==> src/rtl/led_flow_ctrl.sv <==
`default_nettype none
// +--------------------------------------------------------------------------+
// | led_flow_ctrl : prescaled one-cold 8-LED sequencer (hold/fwd/rev/bounce)  |
// | Option LED_FLOW_BLINK_EN: mode 11 blinks all LEDs instead of bouncing.    |
// | Revision 1.0                                                              |
// +--------------------------------------------------------------------------+
module led_flow_ctrl #(
  parameter int unsigned TICK_DIV = 25000000,
  parameter int unsigned CNT_W    = 26
) (
  input  logic       clk,
  input  logic       rst_n,
  input  logic [4:0] sw,
  output logic [2:0] idx,
  output logic [7:0] led,
  output logic       step
);

  typedef enum logic [0:0] {
    ST_STOP = 1'b0,
    ST_RUN  = 1'b1
  } state_t;

  localparam logic [1:0]       MODE_FWD   = 2'b01;
  localparam logic [1:0]       MODE_REV   = 2'b10;
  localparam logic [1:0]       MODE_SPCL  = 2'b11;
  localparam logic [CNT_W-1:0] C_TICK_DIV = CNT_W'(TICK_DIV);

  logic [4:0]       sw_meta_q, sw_sync_q;
  state_t           state_q, state_d;
  logic [CNT_W-1:0] cnt_q, cnt_d;
  logic [2:0]       idx_q, idx_d;
  logic             dir_up_q, dir_up_d;
  logic             step_q, step_d;

  logic             run_en;
  logic [1:0]       mode;
  logic [CNT_W-1:0] period_m1;
  logic             terminal;

  assign run_en    = sw_sync_q[0];
  assign mode      = sw_sync_q[2:1];
  assign period_m1 = (C_TICK_DIV >> sw_sync_q[4:3]) - CNT_W'(1);
  // ">=" so a mid-count speed increase fires next cycle instead of wrapping
  assign terminal  = (cnt_q >= period_m1);

`ifdef LED_FLOW_BLINK_EN
  logic blink_on_q, blink_on_d;
  logic blink_off_q, blink_off_d;
`endif

  always_comb begin
    state_d  = state_q;
    cnt_d    = cnt_q;
    idx_d    = idx_q;
    dir_up_d = dir_up_q;
    step_d   = 1'b0;
`ifdef LED_FLOW_BLINK_EN
    blink_on_d  = blink_on_q;
    blink_off_d = blink_off_q;
`endif
    if (state_q == ST_STOP) begin
      cnt_d = '0;
      if (run_en) state_d = ST_RUN;
    end else if (!run_en) begin
      state_d = ST_STOP;
      cnt_d   = '0;
    end else if (terminal) begin
      cnt_d  = '0;
      step_d = 1'b1;
      case (mode)
        MODE_FWD: idx_d = idx_q + 3'd1;
        MODE_REV: idx_d = idx_q - 3'd1;
        MODE_SPCL: begin
`ifdef LED_FLOW_BLINK_EN
          if (!blink_on_q) begin
            blink_on_d  = 1'b1;
            blink_off_d = 1'b0;
          end else begin
            blink_off_d = ~blink_off_q;
          end
`else
          if (dir_up_q) begin
            if (idx_q == 3'd7) begin
              dir_up_d = 1'b0;
              idx_d    = 3'd6;
            end else begin
              idx_d = idx_q + 3'd1;
            end
          end else begin
            if (idx_q == 3'd0) begin
              dir_up_d = 1'b1;
              idx_d    = 3'd1;
            end else begin
              idx_d = idx_q - 3'd1;
            end
          end
`endif
        end
        default: ;
      endcase
`ifdef LED_FLOW_BLINK_EN
      if (mode != MODE_SPCL) blink_on_d = 1'b0;
`endif
    end else begin
      cnt_d = cnt_q + CNT_W'(1);
    end
  end

  always_ff @(posedge clk or negedge rst_n) begin
    if (!rst_n) begin
      sw_meta_q <= '0;
      sw_sync_q <= '0;
      state_q   <= ST_STOP;
      cnt_q     <= '0;
      idx_q     <= '0;
      dir_up_q  <= 1'b1;
      step_q    <= 1'b0;
    end else begin
      sw_meta_q <= sw;
      sw_sync_q <= sw_meta_q;
      state_q   <= state_d;
      cnt_q     <= cnt_d;
      idx_q     <= idx_d;
      dir_up_q  <= dir_up_d;
      step_q    <= step_d;
    end
  end

`ifdef LED_FLOW_BLINK_EN
  always_ff @(posedge clk or negedge rst_n) begin
    if (!rst_n) begin
      blink_on_q  <= 1'b0;
      blink_off_q <= 1'b0;
    end else begin
      blink_on_q  <= blink_on_d;
      blink_off_q <= blink_off_d;
    end
  end

  assign led = blink_on_q ? {8{blink_off_q}} : ~(8'h80 >> idx_q);
`else
  assign led = ~(8'h80 >> idx_q);
`endif

  assign idx  = idx_q;
  assign step = step_q;

endmodule
`default_nettype wire

==> config.mk <==
export PLATFORM = sky130hd
export DESIGN_NAME = led_flow_ctrl
export DESIGN_NICKNAME = d
export VERILOG_FILES = /design/src/rtl/led_flow_ctrl.sv
export SDC_FILE = /design/constraint.sdc
export NUM_CORES = 1
export LEC_CHECK = 0
export BUFFER_PORTS_ARGS = -buffer_cell sky130_fd_sc_hd__buf_4
export CAP_MARGIN = 10
export CORE_UTILIZATION = 45
export DETAILED_ROUTE_END_ITERATION = 10
export GPL_ROUTABILITY_DRIVEN = 0
export PLACE_DENSITY = 0.73
export SLEW_MARGIN = 10
export SYNTH_ARGS = -nofsm -noshare
export SYNTH_HDL_FRONTEND = slang
export SYNTH_SLANG_ARGS = --single-unit
==> constraint.sdc <==
create_clock -name clk -period 3.3 [get_ports clk]
set_input_delay 0.33 -clock clk [delete_from_list [all_inputs] [get_ports clk]]
set_output_delay 0.33 -clock clk [all_outputs]
set_load 0.005 [all_outputs]
==> metrics.md, run 1 <==
| Metric | Value |
|---|---|
| EDFF count, synth | 0 |
| Top cell types by occurrence after synthesis | nor2_1, dfrtp_1, ha_1, inv_1, nand2_1 |
| Core Rows | 27 |
| Final period utilization | 89.7% |
| Largest net degree at the start of global routing | 43 |
| Total CTS buffers | 5 |
| DRT Pass-1 Iters | 4 |
| Die Span Y | 77.6 um |
| TNS Setup | 0 ns |
| Diodes inserted | 0 |
| Global-route wire length before repair | 8.09 mm |
| Htree depth | 2 |
| DIE AREA | 0.00602 sq mm |
| Fillers | 473 |
| Drt total wl | 4.49 mm |
| CTS Root Cell | clkbuf_8 |
| Critical Path RT | 3.52 ns |
| Worst slew pin tran | 0.580 ns |
| Crit path kind | register to register |
| Pleak | 1.34 nW |
| Syn_area_per_cell | 9.59 sq um |
| R2R setup slack | 0.34 ns |
| Crit start category | register |
| Vias in the first global route | 1772 |
| Syn-to-layout area delta | 13.1% |
| Fin Hold WS | 0.00811 ns |
| Share of cells above drive strength 1 | 12.4% |
| Initial core utilization | 46.7% |
| Gr usage total | 16.7% |
| Max Fanout on Critical Path | 12 |
| Max Cap Viol | 0 |
| Main synth FF type | dfrtp_1 |
| Pwr/cell area | 370 mW/mm^2 |
| Post-layout util | 52.8% |
| Starting DRT DRC Count | 80 |
| Yosys warns | 0 |
| Post-route DRC | 0 |
| DRT antenna net count | 0 |
| Post-DP HPWL | 3.45 mm |
| Post-synth top area share | 39.9% |
| CTS Buffer Depth | 2 |
| I/O Pins | 19 |
| Nets@finish | 328 |
| Avg WL per Cell | 12.4 um |
| CORE AREA | 0.00551 sq mm |
| Synth Cell Area | 0.00257 sq mm |
| Count leader, synth | nor2_1 |
| I/O Buffers | 18 |
| Vias | 1893 |
| Synth Register Bits | 42 |
| CTS tree | yes |
| Status | completed |
| Clock transition at path regs | 0.07 ns |
| Final hold violations | 0 |
| Clock Latency Late Sink | 0.29 ns |
| Endpoints failing setup | 0 |
| Synthesized instance count | 268 |
| Initial antenna violation count | 0 |
| Detail-routed via count per cell | 5.23 |
| Max-slew violations | 0 |
| Fmax | 0.338 GHz |
| RSZ-0062 raised after global routing | no |
| Classification of the worst-slack hold path | input pin to async pin |
| Post-synth top area cell | dfrtp_1 |
| Seq/Total Area, Yosys | 40.9% |
| Largest cells by area after synthesis | dfrtp_1, ha_1, nor2_1 |
| Max VDD drop | 0.000289 V |
| Crit. End Element | register |
| Skew final | 0.00334 ns |
| Crit path DAT | 3.18 ns |
| Overflow after GRT | 0 |
| TritonCTS Sinks | 42 |
| Post-layout min period | 2.96 ns |
| Max-slew headroom | 61.2% |
| Ys async rst share | 100% |
| Post-synthesis cell type count | 43 |
| DIE WIDTH | 77.6 um |
sequential cells by signal, indices dropped and copies added, names as in the netlist:
| register | flops |
|---|---|
| sw_sync_q | 5 |
| dir_up_q | 1 |
| idx | 3 |
| state_q | 1 |
| cnt_q | 26 |
| sw_meta_q | 5 |
| step | 1 |
final timing paths:
path                                         from                      to  depth (start not counted)
max                        sw_sync_q[3]$_DFF_PN0_     cnt_q[22]$_DFF_PN0_                         11
min                                         rst_n     cnt_q[20]$_DFF_PN0_                          1
max reg2reg                sw_sync_q[3]$_DFF_PN0_     cnt_q[22]$_DFF_PN0_                         11
min reg2reg                sw_meta_q[2]$_DFF_PN0_  sw_sync_q[2]$_DFF_PN0_                          0
max in group asynchronous                   rst_n    dir_up_q$_DFFE_PN1P_                          1
min in group clk                            sw[1]  sw_meta_q[1]$_DFF_PN0_                          1
layout by cell type, fill, tap and decap left out, types with 3 or more instances in the layout:
| cell | instances |
|---|---|
| inv_1 | 22 |
| and4_1 | 3 |
| ha_1 | 32 |
| conb_1 | 3 |
| a21oi_1 | 5 |
| and3_1 | 5 |
| clkbuf_8 | 6 |
| xnor2_1 | 16 |
| nand2_1 | 19 |
| a31oi_1 | 3 |
| dfrtp_1 | 41 |
| nand3_1 | 15 |
| nand4_1 | 7 |
| nor2_1 | 44 |
| xor2_1 | 10 |
| buf_4 | 22 |
what timing repair did:
item	CTS	global route
hold buffers	0	0
setup buffers	0	0
endpoints found under the setup margin	0	28
resized for setup	0	3
cell families (layout without fill, tap and decap cells):
| group | Yosys count | after routing | share of synthesized area (%) |
|---|---|---|---|
| compound gates | 27 | 27 | 8.08 |
| xor+xnor | 26 | 26 | 8.86 |
| fa+ha+maj | 33 | 33 | 16.0 |
| buf+inv | 31 | 52 | 6.04 |
| flops | 42 | 42 | 40.9 |
| mux | 1 | 1 | 0.389 |
| other cells | 2 | 3 | 0.292 |
| simple gates | 106 | 106 | 19.4 |
power breakdown:
| part | total, W | internal (W) | leakage, nW | switching, W |
|---|---|---|---|---|
| Clock | 0.000488 | 0.000322 | 0.0714 | 0.000166 |
| Combinational | 0.0000567 | 0.0000220 | 0.713 | 0.0000347 |
| Sequential | 0.000530 | 0.000522 | 0.557 | 0.00000777 |
| Total | 0.00108 | 0.000867 | 1.34 | 0.000208 |
critical path: stages (launching register included):
cell and delay, ns:
dfrtp_1 0.45, nand2b_1 0.19, inv_1 0.06, ha_1 0.28, ha_1 0.18, a2111oi_0 0.41
o32ai_1 0.17, a2111oi_2 0.34, o221ai_2 0.22, or2_1 0.28, buf_4 0.18, nor2_1 0.13
per-layer routing:
metal  share of wire (%)  vias to the layer above  routed length [um]  track usage (%)
li1                    -                      946                   -                -
met1                  48                      914                2160             22.8
met2                  47                       25                2110             26.7
met3                 2.9                        8                 128             3.18
met4                 1.8                        0                  82             5.09
met5                   0                        -                   0                0
through the flow:
stage	setup slack (ns)	instances	power (W)	cell area, sq um
floorplan	0.337	269	0.000574	2570
global placement	0.201	354	0.000594	2760
detailed placement	0.0772	354	0.000597	2760
CTS	0.0516	362	0.00108	2900
global route	0.0900	362	0.00111	2910
finish	0.340	362	0.00108	2910
final cells by class:
cell class / count / area, sq um / share of cell area [%]
clock buffer: 6 / 82.6 / 2.84
clock inverter: 2 / 60.1 / 2.07
inverter: 22 / 82.6 / 2.84
multi-input combinational: 196 / 1380 / 47.3
sequential: 42 / 1050 / 36.2
tap: 72 / 90.1 / 3.10
timing repair buffer: 22 / 165 / 5.68
Power figures use the tool's default switching activity.
==> inputs of run 2 (changes only) <==
- ABC_CLOCK_PERIOD_IN_PS: default -> 3300
- CELL_PAD_IN_SITES_DETAIL_PLACEMENT: default -> 1
- CELL_PAD_IN_SITES_GLOBAL_PLACEMENT: default -> 1
- PLACE_DENSITY: 0.73 -> 0.88
==> metrics.md, run 2 (same netlist as run 1, synthesis figures left out) <==
| Metric | Value |
|---|---|
| Place WS | -0.106 ns |
| Die Span Y | 77.6 um |
| Max Cap Viol | 0 |
| TritonCTS Sinks | 42 |
| Worst slew pin tran | 0.644 ns |
| Fmax | 0.324 GHz |
| Global-route wire length before repair | 10.4 mm |
| DR WL met2 | 2.94 mm |
| Met1 WL | 2.79 mm |
| Pwr/cell area | 325 mW/mm^2 |
| Vias in the first global route | 2135 |
| Max-slew headroom | 56.9% |
| Diodes inserted | 0 |
| Vias | 1993 |
| I/O Buffers | 18 |
| Syn-to-layout area delta | 12.3% |
| FF-to-FF path depth | 11 |
| Nets@finish | 331 |
| Tot Pwr | 0.000939 W |
| Uppermost routed layer | met4 |
| DRT antenna net count | 0 |
| CTS Root Cell | clkbuf_8 |
| Commonest non-fill, non-tap cell in the layout | nor2_1 |
| Setup ws final | 0.215 ns |
| Post-layout min period | 3.09 ns |
| Biggest regs | cnt_q (26), sw_meta_q (5), sw_sync_q (5) |
| Overflow after GRT | 0 |
| Htree depth | 2 |
| Final period utilization | 93.5% |
| Crit. End Element | register |
| CP startpoint | sw_sync_q[4]$_DFF_PN0_ |
| Pleak | 1.33 nW |
| Post-route DRC | 0 |
| CTS Buffer Depth | 2 |
| Slowest stage delay, CP | 0.43 ns |
| Max-slew violations | 0 |
| Largest net degree at the start of global routing | 43 |
| CP Cell Sequence | inv_1, nor2_2, ha_1, ha_1, a2111oi_1, o32ai_1, a2111oi_2, o221ai_2, or2_1, buf_4, nor2_1 |
| Crit path kind | register to register |
| CORE AREA | 0.00551 sq mm |
| Clock Latency Late Sink | 0.30 ns |
| DIE AREA | 0.00602 sq mm |
| Max Fanout on Critical Path | 16 |
| I/O Pins | 19 |
| Gr usage total | 22.1% |
| Starting DRT DRC Count | 58 |
| Core Rows | 27 |
| Cell repeated most along the worst path | ha_1 |
| Post-layout util | 52.4% |
| Critical Path RT | 3.52 ns |
| Most flops, register | cnt_q |
| Post-DP HPWL | 4.42 mm |
| R2R setup slack | 0.21 ns |
| CP Capture Point | cnt_q[6]$_DFF_PN0_ |
| DRT Pass-1 Iters | 4 |
| CP bufs+invs | 2 |
| Clock transition at path regs | 0.09 ns |
| Largest register FFs | 26 |
| Drt total wl | 6.03 mm |
| CTS tree | yes |
| Avg WL per Cell | 16.5 um |
| RSZ-0062 raised after global routing | no |
| Status | completed |
| Hold_buf cts | 0 |
| Crit start category | register |
| Share of cells above drive strength 1 | 14.0% |
| Initial core utilization | 46.7% |
| Crit path max-delay family | compound AO/OA/AOI/OAI gates |
| Initial antenna violation count | 0 |
| DIE WIDTH | 77.6 um |
| Crit-path slowest cell | dfrtp_2 |
| Final hold violations | 0 |
| Cell depth of the worst setup path | 11 |
| TNS Setup | 0 ns |
| Classification of the worst-slack hold path | input pin to async pin |
| Detail-routed via count per cell | 5.46 |
| Endpoints failing setup | 0 |
| R2R Path End | cnt_q[6]$_DFF_PN0_ |
| Crit path DAT | 3.31 ns |
| Worst flop-to-flop path startpoint | sw_sync_q[4]$_DFF_PN0_ |
| DR WL met3 | 144 um |
| Total CTS buffers | 5 |
| Skew final | 0.00707 ns |
| Max VDD drop | 0.000169 V |
| Most frequent cells in the layout | nor2_1, dfrtp_1, ha_1 |
-- run 2: stage by stage --
step	instance area (sq um)	hold WS [ns]	cells
after global placement	2760	0.332	355
after floorplan	2570	0.0344	269
after detailed placement	2760	0.337	355
after global routing	2890	0.0420	365
final	2890	0.00403	365
after CTS	2860	0.0210	363
-- run 2: cell type report --
| cell class | instances | area [sq um] |
|---|---|---|
| clock inverter | 3 | 25.0 |
| clock buffer | 5 | 68.8 |
| timing repair buffer | 25 | 188 |
| tap | 72 | 90.1 |
| sequential | 42 | 1050 |
| inverter | 22 | 82.6 |
| fill | 632 | 2620 |
| multi-input combinational | 196 | 1380 |
-- run 2: worst min path at each step --
stage          slack [ns]  cells after the start                   start                      to
2_1_floorplan        0.03                      0                   rst_n      cnt_q[0]$_DFF_PN0_
3_3_place_gp         0.33                      0  sw_meta_q[0]$_DFF_PN0_  sw_sync_q[0]$_DFF_PN0_
3_5_place_dp         0.34                      0  sw_meta_q[1]$_DFF_PN0_  sw_sync_q[1]$_DFF_PN0_
4_1_cts              0.02                      1                   rst_n      cnt_q[0]$_DFF_PN0_
5_1_grt              0.04                      1                   rst_n      cnt_q[0]$_DFF_PN0_
6_report            0.004                      1                   rst_n          step$_DFF_PN0_
-- run 2: layer usage --
| layer | up-vias | GRT usage (%) |
|---|---|---|
| met3 | 17 | 4.00 |
| met5 | - | 0 |
| li1 | 947 | - |
| met1 | 1004 | 28.8 |
| met2 | 25 | 36.9 |
| met4 | 0 | 7.55 |
-- run 2: where the power goes --
group	leakage (nW)	switching, W	internal [W]	total (W)
registers	0.555	0.00000868	0.000522	0.000531
logic	0.730	0.0000384	0.0000222	0.0000607
clock network	0.0447	0.000194	0.000153	0.000347
total	1.33	0.000242	0.000697	0.000939
-- run 2: what timing repair did --
| item | CTS | global route |
|---|---|---|
| cloned | 0 | 0 |
| buffers inserted | 0 | 2 |
| pin swaps | 0 | 2 |
| resized for setup | 3 | 3 |
| endpoints found under the setup margin | 28 | 29 |
==> inputs of run 3 (changes only) <==
- RECOVER_POWER: default -> 50
==> metrics.md, run 3 (same netlist as run 1, synthesis figures left out) <==
| Metric | Value |
|---|---|
| Syn-to-layout area delta | 12.1% |
| Status | complete, but fails checks |
| Most flops, register | cnt_q |
| Critical Path RT | 3.52 ns |
| Slowest stage delay, CP | 0.43 ns |
| Clock transition at path regs | 0.09 ns |
| Largest register FFs | 26 |
| Crit start category | register |
| Largest net degree at the start of global routing | 43 |
| Diodes inserted | 0 |
| Post-layout min period | 3.09 ns |
| I/O Buffers | 18 |
| Starting DRT DRC Count | 58 |
| Failing checks | max-capacitance violations, max-slew violations |
| Core Rows | 27 |
| Vias in the first global route | 2135 |
| Global-route wire length before repair | 10.4 mm |
| CTS Root Cell | clkbuf_8 |
| Biggest regs | cnt_q (26), sw_meta_q (5), sw_sync_q (5) |
| Pwr/cell area | 326 mW/mm^2 |
| Crit path kind | register to register |
| Crit path DAT | 3.31 ns |
| Max-slew violations | 43 |
| Logic gate share of total power | 6.4% |
| Final period utilization | 93.5% |
| Initial core utilization | 46.7% |
| Gr usage total | 22.1% |
| TritonCTS Sinks | 42 |
| Psw | 0.000242 W |
| CP bufs+invs | 2 |
| Commonest non-fill, non-tap cell in the layout | nor2_1 |
| RSZ-0062 raised after global routing | no |
| Post-route DRC | 0 |
| Pleak | 1.32 nW |
| CTS tree | yes |
| Worst slew pin tran | 2.24 ns |
| Max VDD drop | 0.000169 V |
| Crit path max-delay family | compound AO/OA/AOI/OAI gates |
| Most frequent cells in the layout | nor2_1, dfrtp_1, ha_1 |
| Max Fanout on Critical Path | 16 |
| Nets@finish | 331 |
| Setup ws final | 0.215 ns |
| DIE WIDTH | 77.6 um |
| DRT antenna net count | 0 |
| Sw frac | 25.8% |
| CP Cell Sequence | inv_1, nor2_2, ha_1, ha_1, a2111oi_1, o32ai_1, a2111oi_2, o221ai_2, or2_1, buf_4, nor2_1 |
| Clock Latency Late Sink | 0.30 ns |
| Skew final | 0.00666 ns |
| Htree depth | 2 |
| DIE AREA | 0.00602 sq mm |
| Max Cap Viol | 1 |
| Endpoints failing setup | 0 |
| Detail-routed via count per cell | 5.45 |
| DRT Pass-1 Iters | 4 |
| Drt total wl | 6.02 mm |
| Fmax | 0.324 GHz |
| Share of cells above drive strength 1 | 13.7% |
| Crit-path slowest cell | dfrtp_2 |
| Die Span Y | 77.6 um |
| Hold_buf cts | 0 |
| Classification of the worst-slack hold path | input pin to register |
| Place WS | -0.106 ns |
| Initial antenna violation count | 0 |
| Max-slew headroom | -49.2% |
| Vias | 1991 |
| Crit. End Element | register |
| Flop pwr share | 56.6% |
| Total CTS buffers | 5 |
| Post-DP HPWL | 4.42 mm |
| CTS Buffer Depth | 2 |
| Overflow after GRT | 0 |
| Final hold violations | 0 |
| Avg WL per Cell | 16.5 um |
| P_int | 0.000696 W |
| Clock network power share | 37.0% |
| Cell repeated most along the worst path | ha_1 |
| CORE AREA | 0.00551 sq mm |
| I/O Pins | 19 |
| TNS Setup | 0 ns |
| Tot Pwr | 0.000938 W |
-- run 3: cell type report --
cell class | count | area [sq um]
Timing Repair Buffer | 25 | 184
Multi-Input combinational cell | 196 | 1380
Sequential cell | 42 | 1050
Fill cell | 632 | 2630
Inverter | 22 | 82.6
Clock inverter | 3 | 25.0
Clock buffer | 5 | 68.8
Tap cell | 72 | 90.1
-- run 3: power groups by stage --
stage	sequential [W]	clock, W	combinational (W)
floorplan	0.000536	0	0.0000383
global placement	0.000540	0	0.0000553
detailed placement	0.000541	0	0.0000595
CTS	0.000531	0.000357	0.0000611
global route	0.000533	0.000378	0.0000674
finish	0.000531	0.000348	0.0000597
-- run 3: timing repair --
item	CTS	global route
gates resized for setup	3	3
setup buffers	0	2
setup endpoints to repair	28	29
pin swaps	0	2
-- run 3: metal layers --
| metal | track usage (%) | vias to the layer above | share of wire [%] |
|---|---|---|---|
| li1 | - | 947 | - |
| met1 | 28.8 | 999 | 46 |
| met2 | 36.9 | 28 | 49 |
| met3 | 4.00 | 17 | 2.7 |
| met4 | 7.55 | 0 | 2.4 |
| met5 | 0 | - | 0 |
-- run 3: worst paths after layout --
| check | cells past startpoint | from | end | slack [ns] |
|---|---|---|---|---|
| min in group asynchronous | 1 | rst_n | step$_DFF_PN0_ | 0.69 |
| max | 11 | sw_sync_q[4]$_DFF_PN0_ | cnt_q[6]$_DFF_PN0_ | 0.21 |
| max reg2reg | 11 | sw_sync_q[4]$_DFF_PN0_ | cnt_q[6]$_DFF_PN0_ | 0.21 |
| min | 1 | sw[3] | sw_meta_q[3]$_DFF_PN0_ | 0.15 |
| max in group asynchronous | 1 | rst_n | sw_sync_q[3]$_DFF_PN0_ | 1.18 |
| min reg2reg | 0 | sw_meta_q[1]$_DFF_PN0_ | sw_sync_q[1]$_DFF_PN0_ | 0.35 |
-- run 3: metrics by stage --
step	util, %	cells	hold WS, ns	cell area [sq um]
6_report	52.3	365	0.149	2880
5_1_grt	52.3	365	0.129	2880
4_1_cts	52.0	363	0.0210	2860
3_5_place_dp	50.2	355	0.337	2760
3_3_place_gp	50.2	355	0.332	2760
2_1_floorplan	-	269	0.0344	2570
